`config.mk`:
```
export PLATFORM = sky130hd
export DESIGN_NAME = insdecode
export DESIGN_NICKNAME = d
export VERILOG_FILES = /design/src/rtl/insdecode_pkg.sv /design/src/rtl/insdecode_scoreboard.sv /design/src/rtl/insdecode.sv
export SDC_FILE = /design/constraint.sdc
export NUM_CORES = 1
export LEC_CHECK = 0
export BUFFER_PORTS_ARGS = -buffer_cell sky130_fd_sc_hd__buf_2
export CAP_MARGIN = 20
export CORE_ASPECT_RATIO = 0.6
export CORE_MARGIN = 4
export CORE_UTILIZATION = 30
export CTS_CLUSTER_SIZE = 25
export DETAILED_ROUTE_END_ITERATION = 8
export MAX_ROUTING_LAYER = met4
export PLACE_DENSITY = 0.57
export SLEW_MARGIN = 5
export SYNTH_ARGS = -nofsm -noshare
export SYNTH_HDL_FRONTEND = slang
export SYNTH_SLANG_ARGS = --single-unit
```
`constraint.sdc`:
```
create_clock -name clk -period 15 [get_ports clk]
set_clock_uncertainty 0.1 [all_clocks]
set_input_delay 0.75 -clock clk [delete_from_list [all_inputs] [get_ports clk]]
set_output_delay 0.75 -clock clk [all_outputs]
set_load 0.01 [all_outputs]
```
`src/rtl/insdecode_pkg.sv`:
```
// insdecode_pkg: shared definitions for the instruction decode stage.
//   - op_e     : opcode encoding, including the thread-control opcodes
//   - op_writes / op_uses_rs1 / op_uses_rs2 : per-opcode operand usage
//   - sext16   : 16-to-32-bit sign extension
//   - id_ex_t  : contents of the ID/EX pipeline register
//   - NUM_TRD / NUM_REG : thread count and registers per thread
package insdecode_pkg;

  localparam int NUM_TRD = 8;
  localparam int NUM_REG = 32;
  localparam int TRD_W   = $clog2(NUM_TRD);
  localparam int REG_W   = $clog2(NUM_REG);
  localparam int SB_W    = NUM_TRD * NUM_REG;

  typedef enum logic [5:0] {
    OP_NOP   = 6'h00,
    OP_ADD   = 6'h01,
    OP_SUB   = 6'h02,
    OP_AND   = 6'h03,
    OP_OR    = 6'h04,
    OP_ADDI  = 6'h05,
    OP_LD    = 6'h06,
    OP_ST    = 6'h07,
    OP_BEQ   = 6'h08,
    OP_TKILL = 6'h10,
    OP_TSLP  = 6'h11,
    OP_TWAKE = 6'h12,
    OP_TINIT = 6'h13
  } op_e;

  // Opcodes that produce a register result. Unlisted (illegal) opcodes
  // fall into the defaults and therefore behave as NOPs.
  function automatic logic op_writes(input logic [5:0] op);
    case (op)
      OP_ADD, OP_SUB, OP_AND, OP_OR, OP_ADDI, OP_LD: return 1'b1;
      default:                                       return 1'b0;
    endcase
  endfunction

  function automatic logic op_uses_rs1(input logic [5:0] op);
    case (op)
      OP_ADD, OP_SUB, OP_AND, OP_OR, OP_ADDI, OP_LD, OP_ST, OP_BEQ: return 1'b1;
      default:                                                      return 1'b0;
    endcase
  endfunction

  function automatic logic op_uses_rs2(input logic [5:0] op);
    case (op)
      OP_ADD, OP_SUB, OP_AND, OP_OR, OP_ST, OP_BEQ: return 1'b1;
      default:                                      return 1'b0;
    endcase
  endfunction

  function automatic logic [31:0] sext16(input logic [15:0] imm);
    return {{16{imm[15]}}, imm};
  endfunction

  typedef struct packed {
    logic             vld;
    logic [TRD_W-1:0] trd;
    logic [31:0]      pc;
    logic [5:0]       op;
    logic [REG_W-1:0] rd;
    logic [REG_W-1:0] rs1;
    logic [REG_W-1:0] rs2;
    logic [31:0]      imm;
    logic             wr;
    logic             kill;
    logic             slp;
    logic             wake;
    logic             init;
    logic [TRD_W-1:0] obj_trd;
    logic [31:0]      init_pc;
  } id_ex_t;

endpackage

```
`src/rtl/insdecode_scoreboard.sv`:
```
// insdecode_scoreboard: per-thread pending-write bits (NUM_TRD x NUM_REG).
// Ports:
//   clk, rst                        clock, async active-high reset
//   i_set_en/i_set_trd/i_set_reg    mark a register pending (issue of a writer)
//   i_clr_en/i_clr_trd/i_clr_reg    retire a pending register (writeback)
//   i_rd_trd                        thread for all three lookups
//   i_rs1 / i_rs2 / i_waw           registers to look up
//   o_pend_rs1/o_pend_rs2/o_pend_waw pending status of those registers
// Config macro INSDECODE_WB_BYPASS_EN: lookups see a same-cycle writeback
// clear, letting a dependent instruction issue in the writeback cycle.
module insdecode_scoreboard
  import insdecode_pkg::*;
(
  input  logic             clk,
  input  logic             rst,
  input  logic             i_set_en,
  input  logic [TRD_W-1:0] i_set_trd,
  input  logic [REG_W-1:0] i_set_reg,
  input  logic             i_clr_en,
  input  logic [TRD_W-1:0] i_clr_trd,
  input  logic [REG_W-1:0] i_clr_reg,
  input  logic [TRD_W-1:0] i_rd_trd,
  input  logic [REG_W-1:0] i_rs1,
  input  logic [REG_W-1:0] i_rs2,
  input  logic [REG_W-1:0] i_waw,
  output logic             o_pend_rs1,
  output logic             o_pend_rs2,
  output logic             o_pend_waw
);

  logic [SB_W-1:0] r_sb;
  logic [SB_W-1:0] w_view;

  logic [TRD_W+REG_W-1:0] w_set_idx;
  logic [TRD_W+REG_W-1:0] w_clr_idx;

  assign w_set_idx = {i_set_trd, i_set_reg};
  assign w_clr_idx = {i_clr_trd, i_clr_reg};

  // NOTE: sequential state uses non-blocking assignments; the later set
  // overrides the earlier clear, so a same-bit collision leaves it pending.
  always_ff @(posedge clk or posedge rst) begin
    if (rst) begin
      r_sb <= '0;
    end else begin
      if (i_clr_en)
        r_sb[w_clr_idx] <= 1'b0;
      if (i_set_en && (i_set_reg != '0))
        r_sb[w_set_idx] <= 1'b1;
    end
  end

  // NOTE: every combinational variable gets a default first so no latch forms.
  always_comb begin
    w_view = r_sb;
`ifdef INSDECODE_WB_BYPASS_EN
    if (i_clr_en)
      w_view[w_clr_idx] = 1'b0;
`endif
  end

  // r0 is never pending.
  assign o_pend_rs1 = (i_rs1 != '0) && w_view[{i_rd_trd, i_rs1}];
  assign o_pend_rs2 = (i_rs2 != '0) && w_view[{i_rd_trd, i_rs2}];
  assign o_pend_waw = (i_waw != '0) && w_view[{i_rd_trd, i_waw}];

endmodule

```
`src/rtl/insdecode.sv`:
```
// insdecode: instruction decode stage of the barrel-threaded pipeline.
// Registers the fetched word into a one-entry ID slot, decodes it, checks
// the per-thread scoreboard for RAW/WAW hazards and issues into ID/EX.
// Ports:
//   clk, rst                          clock, async active-high reset
//   if_vld, i_data, if_trd, if_pc     fetched word, its thread and PC
//   flushID, flushEX                  kill ID slot / ID/EX contents
//   stall_ex                          EX backpressure, holds ID/EX
//   wb_en, wb_trd, wb_rd              register writeback retire
//   stall                             fetch must re-present its word
//   ex_*                              ID/EX register fields
//   kill, slp, wake, init_trd         one-cycle thread-control pulses
//   act_trd, obj_trd, init_pc         thread-control operands
// Config macro INSDECODE_WB_BYPASS_EN: see insdecode_scoreboard.
module insdecode
  import insdecode_pkg::*;
(
  input  logic             clk,
  input  logic             rst,
  input  logic             if_vld,
  input  logic [31:0]      i_data,
  input  logic [TRD_W-1:0] if_trd,
  input  logic [31:0]      if_pc,
  input  logic             flushID,
  input  logic             flushEX,
  input  logic             stall_ex,
  input  logic             wb_en,
  input  logic [TRD_W-1:0] wb_trd,
  input  logic [REG_W-1:0] wb_rd,
  output logic             stall,
  output logic             ex_vld,
  output logic [TRD_W-1:0] ex_trd,
  output logic [31:0]      ex_pc,
  output logic [5:0]       ex_op,
  output logic [REG_W-1:0] ex_rd,
  output logic [REG_W-1:0] ex_rs1,
  output logic [REG_W-1:0] ex_rs2,
  output logic [31:0]      ex_imm,
  output logic             ex_wr,
  output logic             kill,
  output logic             slp,
  output logic             wake,
  output logic             init_trd,
  output logic [TRD_W-1:0] act_trd,
  output logic [TRD_W-1:0] obj_trd,
  output logic [31:0]      init_pc
);

  // ID slot
  logic             r_id_vld;
  logic [31:0]      r_id_data;
  logic [TRD_W-1:0] r_id_trd;
  logic [31:0]      r_id_pc;

  // Decode of the slot
  logic [5:0]       w_op;
  logic [REG_W-1:0] w_rd;
  logic [REG_W-1:0] w_rs1;
  logic [REG_W-1:0] w_rs2;
  logic [31:0]      w_imm;
  logic             w_wr;
  logic             w_pend_rs1;
  logic             w_pend_rs2;
  logic             w_pend_waw;
  logic             w_haz;
  logic             w_issue;
  id_ex_t           w_ex_nxt;
  id_ex_t           r_ex;

  assign w_op  = r_id_data[31:26];
  assign w_rd  = r_id_data[25:21];
  assign w_rs1 = r_id_data[20:16];
  assign w_rs2 = r_id_data[15:11];
  assign w_imm = sext16(r_id_data[15:0]);
  assign w_wr  = op_writes(w_op) && (w_rd != '0);

  insdecode_scoreboard u_sb (
    .clk        (clk),
    .rst        (rst),
    .i_set_en   (w_issue & w_wr),
    .i_set_trd  (r_id_trd),
    .i_set_reg  (w_rd),
    .i_clr_en   (wb_en),
    .i_clr_trd  (wb_trd),
    .i_clr_reg  (wb_rd),
    .i_rd_trd   (r_id_trd),
    .i_rs1      (w_rs1),
    .i_rs2      (w_rs2),
    .i_waw      (w_rd),
    .o_pend_rs1 (w_pend_rs1),
    .o_pend_rs2 (w_pend_rs2),
    .o_pend_waw (w_pend_waw)
  );

  assign w_haz = r_id_vld & ((op_uses_rs1(w_op) & w_pend_rs1) |
                             (op_uses_rs2(w_op) & w_pend_rs2) |
                             (w_wr & w_pend_waw));

  assign w_issue = r_id_vld & ~w_haz & ~stall_ex & ~flushID;
  assign stall   = r_id_vld & ~flushID & (w_haz | stall_ex);

  always_ff @(posedge clk or posedge rst) begin
    if (rst) begin
      r_id_vld  <= 1'b0;
      r_id_data <= '0;
      r_id_trd  <= '0;
      r_id_pc   <= '0;
    end else if (if_vld && !stall) begin
      r_id_vld  <= 1'b1;
      r_id_data <= i_data;
      r_id_trd  <= if_trd;
      r_id_pc   <= if_pc;
    end else if (!stall) begin
      r_id_vld  <= 1'b0;
    end
  end

  always_comb begin
    w_ex_nxt         = '0;
    w_ex_nxt.vld     = 1'b1;
    w_ex_nxt.trd     = r_id_trd;
    w_ex_nxt.pc      = r_id_pc;
    w_ex_nxt.op      = w_op;
    w_ex_nxt.rd      = w_rd;
    w_ex_nxt.rs1     = w_rs1;
    w_ex_nxt.rs2     = w_rs2;
    w_ex_nxt.imm     = w_imm;
    w_ex_nxt.wr      = w_wr;
    w_ex_nxt.kill    = (w_op == OP_TKILL);
    w_ex_nxt.slp     = (w_op == OP_TSLP);
    w_ex_nxt.wake    = (w_op == OP_TWAKE);
    w_ex_nxt.init    = (w_op == OP_TINIT);
    w_ex_nxt.obj_trd = r_id_data[18:16];
    w_ex_nxt.init_pc = r_id_pc + {w_imm[29:0], 2'b00};
  end

  // Pulses drop after one cycle even while stall_ex holds the rest of ID/EX.
  always_ff @(posedge clk or posedge rst) begin
    if (rst) begin
      r_ex <= '0;
    end else if (flushEX) begin
      r_ex.vld  <= 1'b0;
      r_ex.kill <= 1'b0;
      r_ex.slp  <= 1'b0;
      r_ex.wake <= 1'b0;
      r_ex.init <= 1'b0;
    end else if (w_issue) begin
      r_ex <= w_ex_nxt;
    end else begin
      r_ex.kill <= 1'b0;
      r_ex.slp  <= 1'b0;
      r_ex.wake <= 1'b0;
      r_ex.init <= 1'b0;
      if (!stall_ex)
        r_ex.vld <= 1'b0;
    end
  end

  assign ex_vld   = r_ex.vld;
  assign ex_trd   = r_ex.trd;
  assign ex_pc    = r_ex.pc;
  assign ex_op    = r_ex.op;
  assign ex_rd    = r_ex.rd;
  assign ex_rs1   = r_ex.rs1;
  assign ex_rs2   = r_ex.rs2;
  assign ex_imm   = r_ex.imm;
  assign ex_wr    = r_ex.wr;
  assign kill     = r_ex.kill;
  assign slp      = r_ex.slp;
  assign wake     = r_ex.wake;
  assign init_trd = r_ex.init;
  assign act_trd  = r_ex.trd;
  assign obj_trd  = r_ex.obj_trd;
  assign init_pc  = r_ex.init_pc;

endmodule

```
After elaboration in Yosys (flattened, before gate mapping)
Memory sizes are Yosys's and may differ from the RTL's.
Cells that the tools add are included.
{"block": "totals", "input_bits": 82, "memories": 1, "wordCells": 100, "romBits": 16, "register_bits": 437}
{"name": "(name not given)", "depth": 16, "word_bits": 1, "rd": 1, "rd_ports_with_merged_regs": 0, "wr": 0, "line_no": "insdecode_pkg.sv:41", "rtl": "case (op)"}
{"block": "classes", "n_addsub": 1, "magnitude_cmp": 6, "bitwise_logic": 20, "muxes": 22, "eq_ne": 14, "n_reduce_logical": 16}
{"cell": "$mux W256", "n": 2}
{"cell": "$and A256 B256 Y256", "n": 1}
{"cell": "$not A256 Y256", "n": 1}
{"cell": "$or A256 B256 Y256", "n": 1}
{"cell": "$lt A8 B9 Y1 const B", "n": 4}
{"cell": "$add A32 B32 Y32", "n": 1}
{"cell": "$bmux W1 S8", "n": 3}
{"cell": "$eq A6 B3 Y1 const B", "n": 4}
{"cell": "$eq A6 B5 Y1 const B", "n": 4}
{"cell": "$demux W1 S8", "n": 2}
{"cell": "$ge A8 B1 Y1 const B", "n": 2}
{"cell": "$reduce_bool A5 Y1", "n": 3}
{"cell": "$mux W1", "n": 13}
{"cell": "$eq A6 B2 Y1 const B", "n": 2}
{"cell": "$reduce_or A6 Y1", "n": 2}
{"cell": "$and A1 B1 Y1", "n": 10}
{"cell": "$logic_and A1 B1 Y1", "n": 8}
{"cell": "$mux W4", "n": 2}
{"cell": "$eq A6 B1 Y1 const B", "n": 1}
{"cell": "$eq A6 B4 Y1 const B", "n": 1}
{"cell": "$not A1 Y1", "n": 4}
{"cell": "$ne A3 B2 Y1 const B", "n": 1}
{"cell": "$or A1 B1 Y1", "n": 3}
{"cell": "$logic_not A2 Y1", "n": 1}
{"cell": "other kinds (3)", "n": 3}

Logic depth before layout (Yosys ltp)
{"block": "logic_depth", "ltp_word": 14, "mapped_depth": 17}

Modules after synthesis
Synthesis repeated with hierarchy kept, for this count alone.
{"block": "hier_totals", "hier_cells": 2427, "hier_area_um2": 24936.4}
{"module": "insdecode_scoreboard", "n_inst": 1, "seq_area_each_um2": 6406.1, "cells_each": 1614, "area_per_inst_um2": 16747.3}
{"module": "insdecode", "n_inst": 1, "seq_area_each_um2": 4279.1, "cells_each": 813, "area_per_inst_um2": 8189.1}

Least setup slack after synthesis
Ideal clock, no wire load.
{"block": "synth_path", "path_kind": "register -> register", "from": "register r_id_data[11]", "to": "register r_ex (netlist bit ex_op[0])", "n_path_buf": 6, "path_stages_with_launch": 17, "period_less_slack_ps": 4057, "setup_time_ps": 125, "arrival_ps": 3832, "setup_slack_ps": 10943, "cell_sequence": "dfrtp_1 -> buf_2 -> buf_2 -> buf_2 -> buf_2 -> mux2_2 -> a221oi_1 -> o211ai_1 -> nand2_1 -> o22ai_1 -> o21ai_0 -> o211ai_1 -> or3_1 -> nor2_1 -> buf_2 -> buf_4 -> mux2_2"}
{"block": "synth_via", "elab_chain_cells": 12, "word_cells_on_any_way": 13}
{"item": "start, declared", "line_no": "insdecode.sv:51", "rtl": "logic [31:0] r_id_data;"}
{"item": "start signal, assigned", "line_no": "insdecode.sv:110", "rtl": "r_id_data <= i_data;"}
{"item": "$bmux W1 S8", "line_no": "insdecode_scoreboard.sv:64", "rtl": "assign o_pend_rs2 = (i_rs2 != '0) && w_view[{i_rd_trd, i_rs2}];"}
{"item": "$mux W1 (implied by the code)", "line_no": "insdecode_scoreboard.sv:64"}
{"item": "$logic_and A1 B1 Y1 (*)", "line_no": "insdecode_scoreboard.sv:64"}
{"item": "$and A1 B1 Y1 (*)", "line_no": "insdecode.sv:96", "rtl": "(op_uses_rs2(w_op) & w_pend_rs2) |"}
{"item": "$or A1 B1 Y1 (*)", "line_no": "insdecode.sv:95", "rtl": "assign w_haz = r_id_vld & ((op_uses_rs1(w_op) & w_pend_rs1) |"}
{"item": "$or A1 B1 Y1 (*)", "line_no": "insdecode.sv:96"}
{"item": "$and A1 B1 Y1 (*)", "line_no": "insdecode.sv:95"}
{"item": "$not A1 Y1 (*)", "line_no": "insdecode.sv:99", "rtl": "assign w_issue = r_id_vld & ~w_haz & ~stall_ex & ~flushID;"}
{"item": "$and A1 B1 Y1 (*) (3 in a row)", "line_no": "insdecode.sv:99"}
{"item": "$reduce_and A2 Y1 (no source line) (*)"}
{"item": "end signal, assigned", "line_no": "insdecode.sv:148", "rtl": "r_ex <= w_ex_nxt;"}
{"item": "end, declared", "line_no": "insdecode.sv:68", "rtl": "id_ex_t r_ex;"}
Every way passes the cells marked *; elsewhere a longest branch is shown, timed or not. The select of a mux whose other input is x is not followed.
A chain may end at the register's enable or synchronous reset.

Worst setup path in the final report
{"block": "layout_path", "from": "register r_id_data[16]", "to": "register r_ex (netlist bit ex_imm[3])"}
{"block": "layout_via", "elab_chain_cells": 12, "word_cells_on_any_way": 13}
{"item": "$bmux W1 S8", "line_no": "insdecode_scoreboard.sv:63", "rtl": "assign o_pend_rs1 = (i_rs1 != '0) && w_view[{i_rd_trd, i_rs1}];"}
{"item": "$mux W1 (implied by the code)", "line_no": "insdecode_scoreboard.sv:63"}
{"item": "$logic_and A1 B1 Y1 (*)", "line_no": "insdecode_scoreboard.sv:63"}
{"item": "$and A1 B1 Y1 (*)", "line_no": "insdecode.sv:95"}
{"item": "$or A1 B1 Y1 (*)", "line_no": "insdecode.sv:95"}
{"item": "$or A1 B1 Y1 (*)", "line_no": "insdecode.sv:96"}
{"item": "$and A1 B1 Y1 (*)", "line_no": "insdecode.sv:95"}
{"item": "$not A1 Y1 (*)", "line_no": "insdecode.sv:99"}
{"item": "$and A1 B1 Y1 (*) (3 in a row)", "line_no": "insdecode.sv:99"}
{"item": "$reduce_and A2 Y1 (no source line) (*)"}
Marked as above.

==> flow_metrics.py <==
metrics = {
    "setup_path": {
        "cp_slowest_cell": "dfrtp_4",
        "cp_cell_sequence": "buf_4, mux4_2, mux2_2, a22o_1, o21ai_0, o22ai_1, a2111oi_0, buf_1, o211ai_1, or3_1, nor2_4, buf_4, mux2_2",
        "arrival_ps": 7470,
        "startpoint_type": "flop",
        "critical_path_class": "flop to flop",
        "r2r-end": "ex_imm[3]",
        "cp-startpoint": "r_id_data[16]",
        "reg2reg_from": "r_id_data[16]",
        "path_max_fanout": 75,
        "timing.reg2reg.setup_slack_ps": 7880,
        "endpoint": "ex_imm[3]",
        "cp_slowest_stage_delay_ps": 960,
        "setup.worst_path.end_class": "flop",
        "ff2ff_path_depth": 13,
        "cp.required_ps": 15340,
    },
    "route": {
        "met1_length_um": 41500,
        "drtAntennaViolNets": 0,
        "met3WireLength_um": 16600,
        "wirelength_um": 100000,
        "vias": 20800,
        "topRoutingLayerUsed": "met4",
        "drc_errors": 0,
        "viasPerCell": 6.22,
        "drtPass1Iterations": 8,
        "wl_met2_um": 39600,
        "drt_iter0_drc": 3306,
        "post_drt_wl_per_cell_um": 30.0,
    },
    "die": {
        "initial_utilization_pct": 30.5,
        "core_area_mm2": 0.0801,
        "dieArea_mm2": 0.0863,
        "fp.dieH_um": 229,
        "die_x_um": 377,
        "ios": 215,
        "fp-row-count": 80,
    },
    "finish": {
        "nNetsFinal": 2344,
        "area_delta_synth_final_pct": 13.9,
        "drive_gt1_share_pct": 29.4,
        "final_cells": 3351,
    },
    "yosys": {
        "syn_avg_cell_area_um2": 11.5,
        "synth_warnings": 0,
        "ys_ff_latch": 427,
        "async_reset_ff_share_pct": 100,
        "syn_area_mm2": 0.0245,
        "synthFlopType": "dfrtp_1",
        "ys_seq_area_share_pct": 43.7,
        "synth-edff-count": 0,
        "yosys.cell_types.count": 72,
        "syn_inst": 2131,
        "synthesis.nets": 2243,
    },
    "place": {
        "gp_congestion": 0.990,
        "io_buffers": 214,
        "dp.cells": 3250,
        "hpwl_um": 67700,
    },
    "timing": {
        "fin_crit_ps": 7120,
        "fin_setup_tns_ps": 0,
        "worst_slew_pin_slew_ps": 1300,
        "slew-limit-headroom_pct": 13.1,
        "fmax_mhz": 140,
        "final.period_utilization_pct": 47.5,
        "setup_viol": 0,
        "drv_slew": 0,
        "finalHoldViolCount": 0,
        "rsz0062_at_grt": "no",
    },
    "job": {
        "max_cap_violations": 0,
    },
    "power": {
        "pwr-share-seq_pct": 39.5,
        "power_density_mw_per_mm2": 137,
        "internal_power_w": 0.00248,
        "p_sw_w": 0.00133,
        "power.leakage_nw": 11.4,
        "ir_drop_mv": 0.0697,
        "combPwrFrac_pct": 29.9,
        "p_clk_share_pct": 30.6,
        "p_sw_share_pct": 34.9,
    },
    "run_status": {
        "status": "finished, final reports clean",
    },
    "clock_network": {
        "clock_path_buffers": 3,
        "cts_tree": "done",
        "cts_hold_buf": 0,
        "cts_sinks": 427,
        "cts.repair.resized": 0,
        "cts_setup_buffers": 0,
        "root_buffer": "clkbuf_16",
        "cts_buffers": 42,
        "htreeDepth": 2,
        "worstSkewPairLatency_ps": 590,
        "clk_pin_slew_ps": 70,
    },
    "grt": {
        "grt_max_degree": 177,
        "grt_pass1_vias": 20000,
        "grt-ovfl-total": 0,
        "antenna_found_initial": 15,
        "track_usage_pct": 23.1,
        "grt_first_pass_wirelength_um": 143000,
    },
    "min_path": {
        "hp-class": "primary input to asynchronous set/reset pin",
    },
}
Yosys cell counts (10+ instances only):
master / number / area share (%)
a211oi_1: 19 / 0.58
a21o_1: 15 / 0.46
a21oi_1: 45 / 0.92
a22o_1: 14 / 0.50
a22oi_1: 25 / 0.77
and2_1: 11 / 0.28
buf_2: 35 / 0.72
buf_4: 44 / 1.4
clkbuf_1: 119 / 1.8
dfrtp_1: 427 / 44
ha_1: 29 / 1.5
inv_1: 13 / 0.20
mux2_1: 31 / 1.4
mux2_2: 148 / 6.8
mux2i_1: 80 / 3.3
mux4_2: 161 / 15
nand2_1: 77 / 1.2
nand3_1: 52 / 1.1
nand4_1: 19 / 0.49
nor2_1: 32 / 0.49
nor2b_1: 27 / 0.69
nor3_1: 11 / 0.23
o21a_1: 11 / 0.34
o21ai_0: 505 / 10
o21ai_1: 15 / 0.31
o221ai_1: 10 / 0.36
xnor2_1: 14 / 0.50
xor2_1: 11 / 0.39
worst min path at each step:
stage | end | depth (start not counted) | slack [ps] | startpoint
6_report | ex_rs1[2] | 2 | 210 | rst
5_1_grt | ex_rs2[1] | 2 | 280 | rst
4_1_cts | r_id_pc[0] | 2 | 280 | if_pc[0]
3_5_place_dp | ex_op[5] | 1 | 370 | ex_op[5]
3_3_place_gp | ex_pc[6] | 1 | 370 | ex_pc[6]
2_1_floorplan | ex_pc[0] | 1 | 360 | r_id_pc[0]
state kept, by name (all words and copies together) (netlist names), 5 cells and up:
signal     cells
ex_rd          5
ex_rs1         5
r_id_pc       32
ex_pc         32
ex_rs2         5
init_pc       30
u_sb.r_sb    256
r_id_data     32
ex_imm        11
ex_op          6
critical path, delay by kind of cell, from the launching register on:
| kind | cells | cell delay [ps] |
|---|---|---|
| buffers and inverters | 3 | 1990 |
| AO/OA/AOI/OAI | 5 | 1340 |
| multiplexers | 3 | 1310 |
| AND/OR/NAND/NOR | 2 | 1120 |
| flip-flops | 1 | 960 |
stage by stage:
stage          power, W  hold slack (ps)  utilization (%)  worst slack [ps]  area, µm²
6_report        0.00380              207             34.8              7880      27800
5_1_grt         0.00396              281             34.7              7530      27800
4_1_cts         0.00381              279             34.6              7880      27700
3_5_place_dp    0.00264              371             32.8              7910      26300
3_3_place_gp    0.00262              372             32.8              7400      26200
2_1_floorplan   0.00222              359                -              2260      24500
layout by cell type, fill, tap and decap left out, drive strengths merged, types with 32 or more instances in the layout:
cell	count
o21ai	520
dfrtp	427
buf	267
mux2	179
mux4	161
mux2i	80
nand2	77
clkbuf	62
nand3	59
a21oi	45
nor2	32
logic make-up (layout without fill, tap and decap cells):
| group | count (synthesis) | count (layout) | synth area share, % |
|---|---|---|---|
| AO/OA/AOI/OAI | 719 | 719 | 16.5 |
| XOR/XNOR | 25 | 25 | 0.895 |
| adder cells (fa/ha/maj) | 30 | 30 | 1.57 |
| buffers and inverters | 225 | 359 | 4.43 |
| flip-flops | 427 | 427 | 43.7 |
| multiplexers | 420 | 420 | 26.3 |
| other | 0 | 20 | 0 |
| AND/OR/NAND/NOR | 285 | 285 | 6.53 |
power by group through the flow:
stage | combinational, W | sequential, W | clock, W
after floorplan | 0.000717 | 0.00150 | 0
after global placement | 0.00110 | 0.00152 | 0
after detailed placement | 0.00112 | 0.00152 | 0
after CTS | 0.00112 | 0.00150 | 0.00118
after global routing | 0.00120 | 0.00152 | 0.00123
final | 0.00114 | 0.00150 | 0.00116
area by class of cell:
type	count	area, µm²
Inverter	15	63.8
Fill cell	7955	52200
Clock inverter	15	238
Multi-Input combinational cell	1479	12700
Timing Repair Buffer	267	1520
Clock buffer	62	1240
Tap cell	1066	1330
Sequential cell	427	10700
Antenna cell	20	50.0
routing by layer:
metal  vias to the layer above  GRT usage [%]
met1                     10700           31.3
met2                      1586           29.1
met5                         -              -
met3                       213           12.7
met4                         0           6.73
li1                       8342              -
Power figures use the tool's default switching activity.
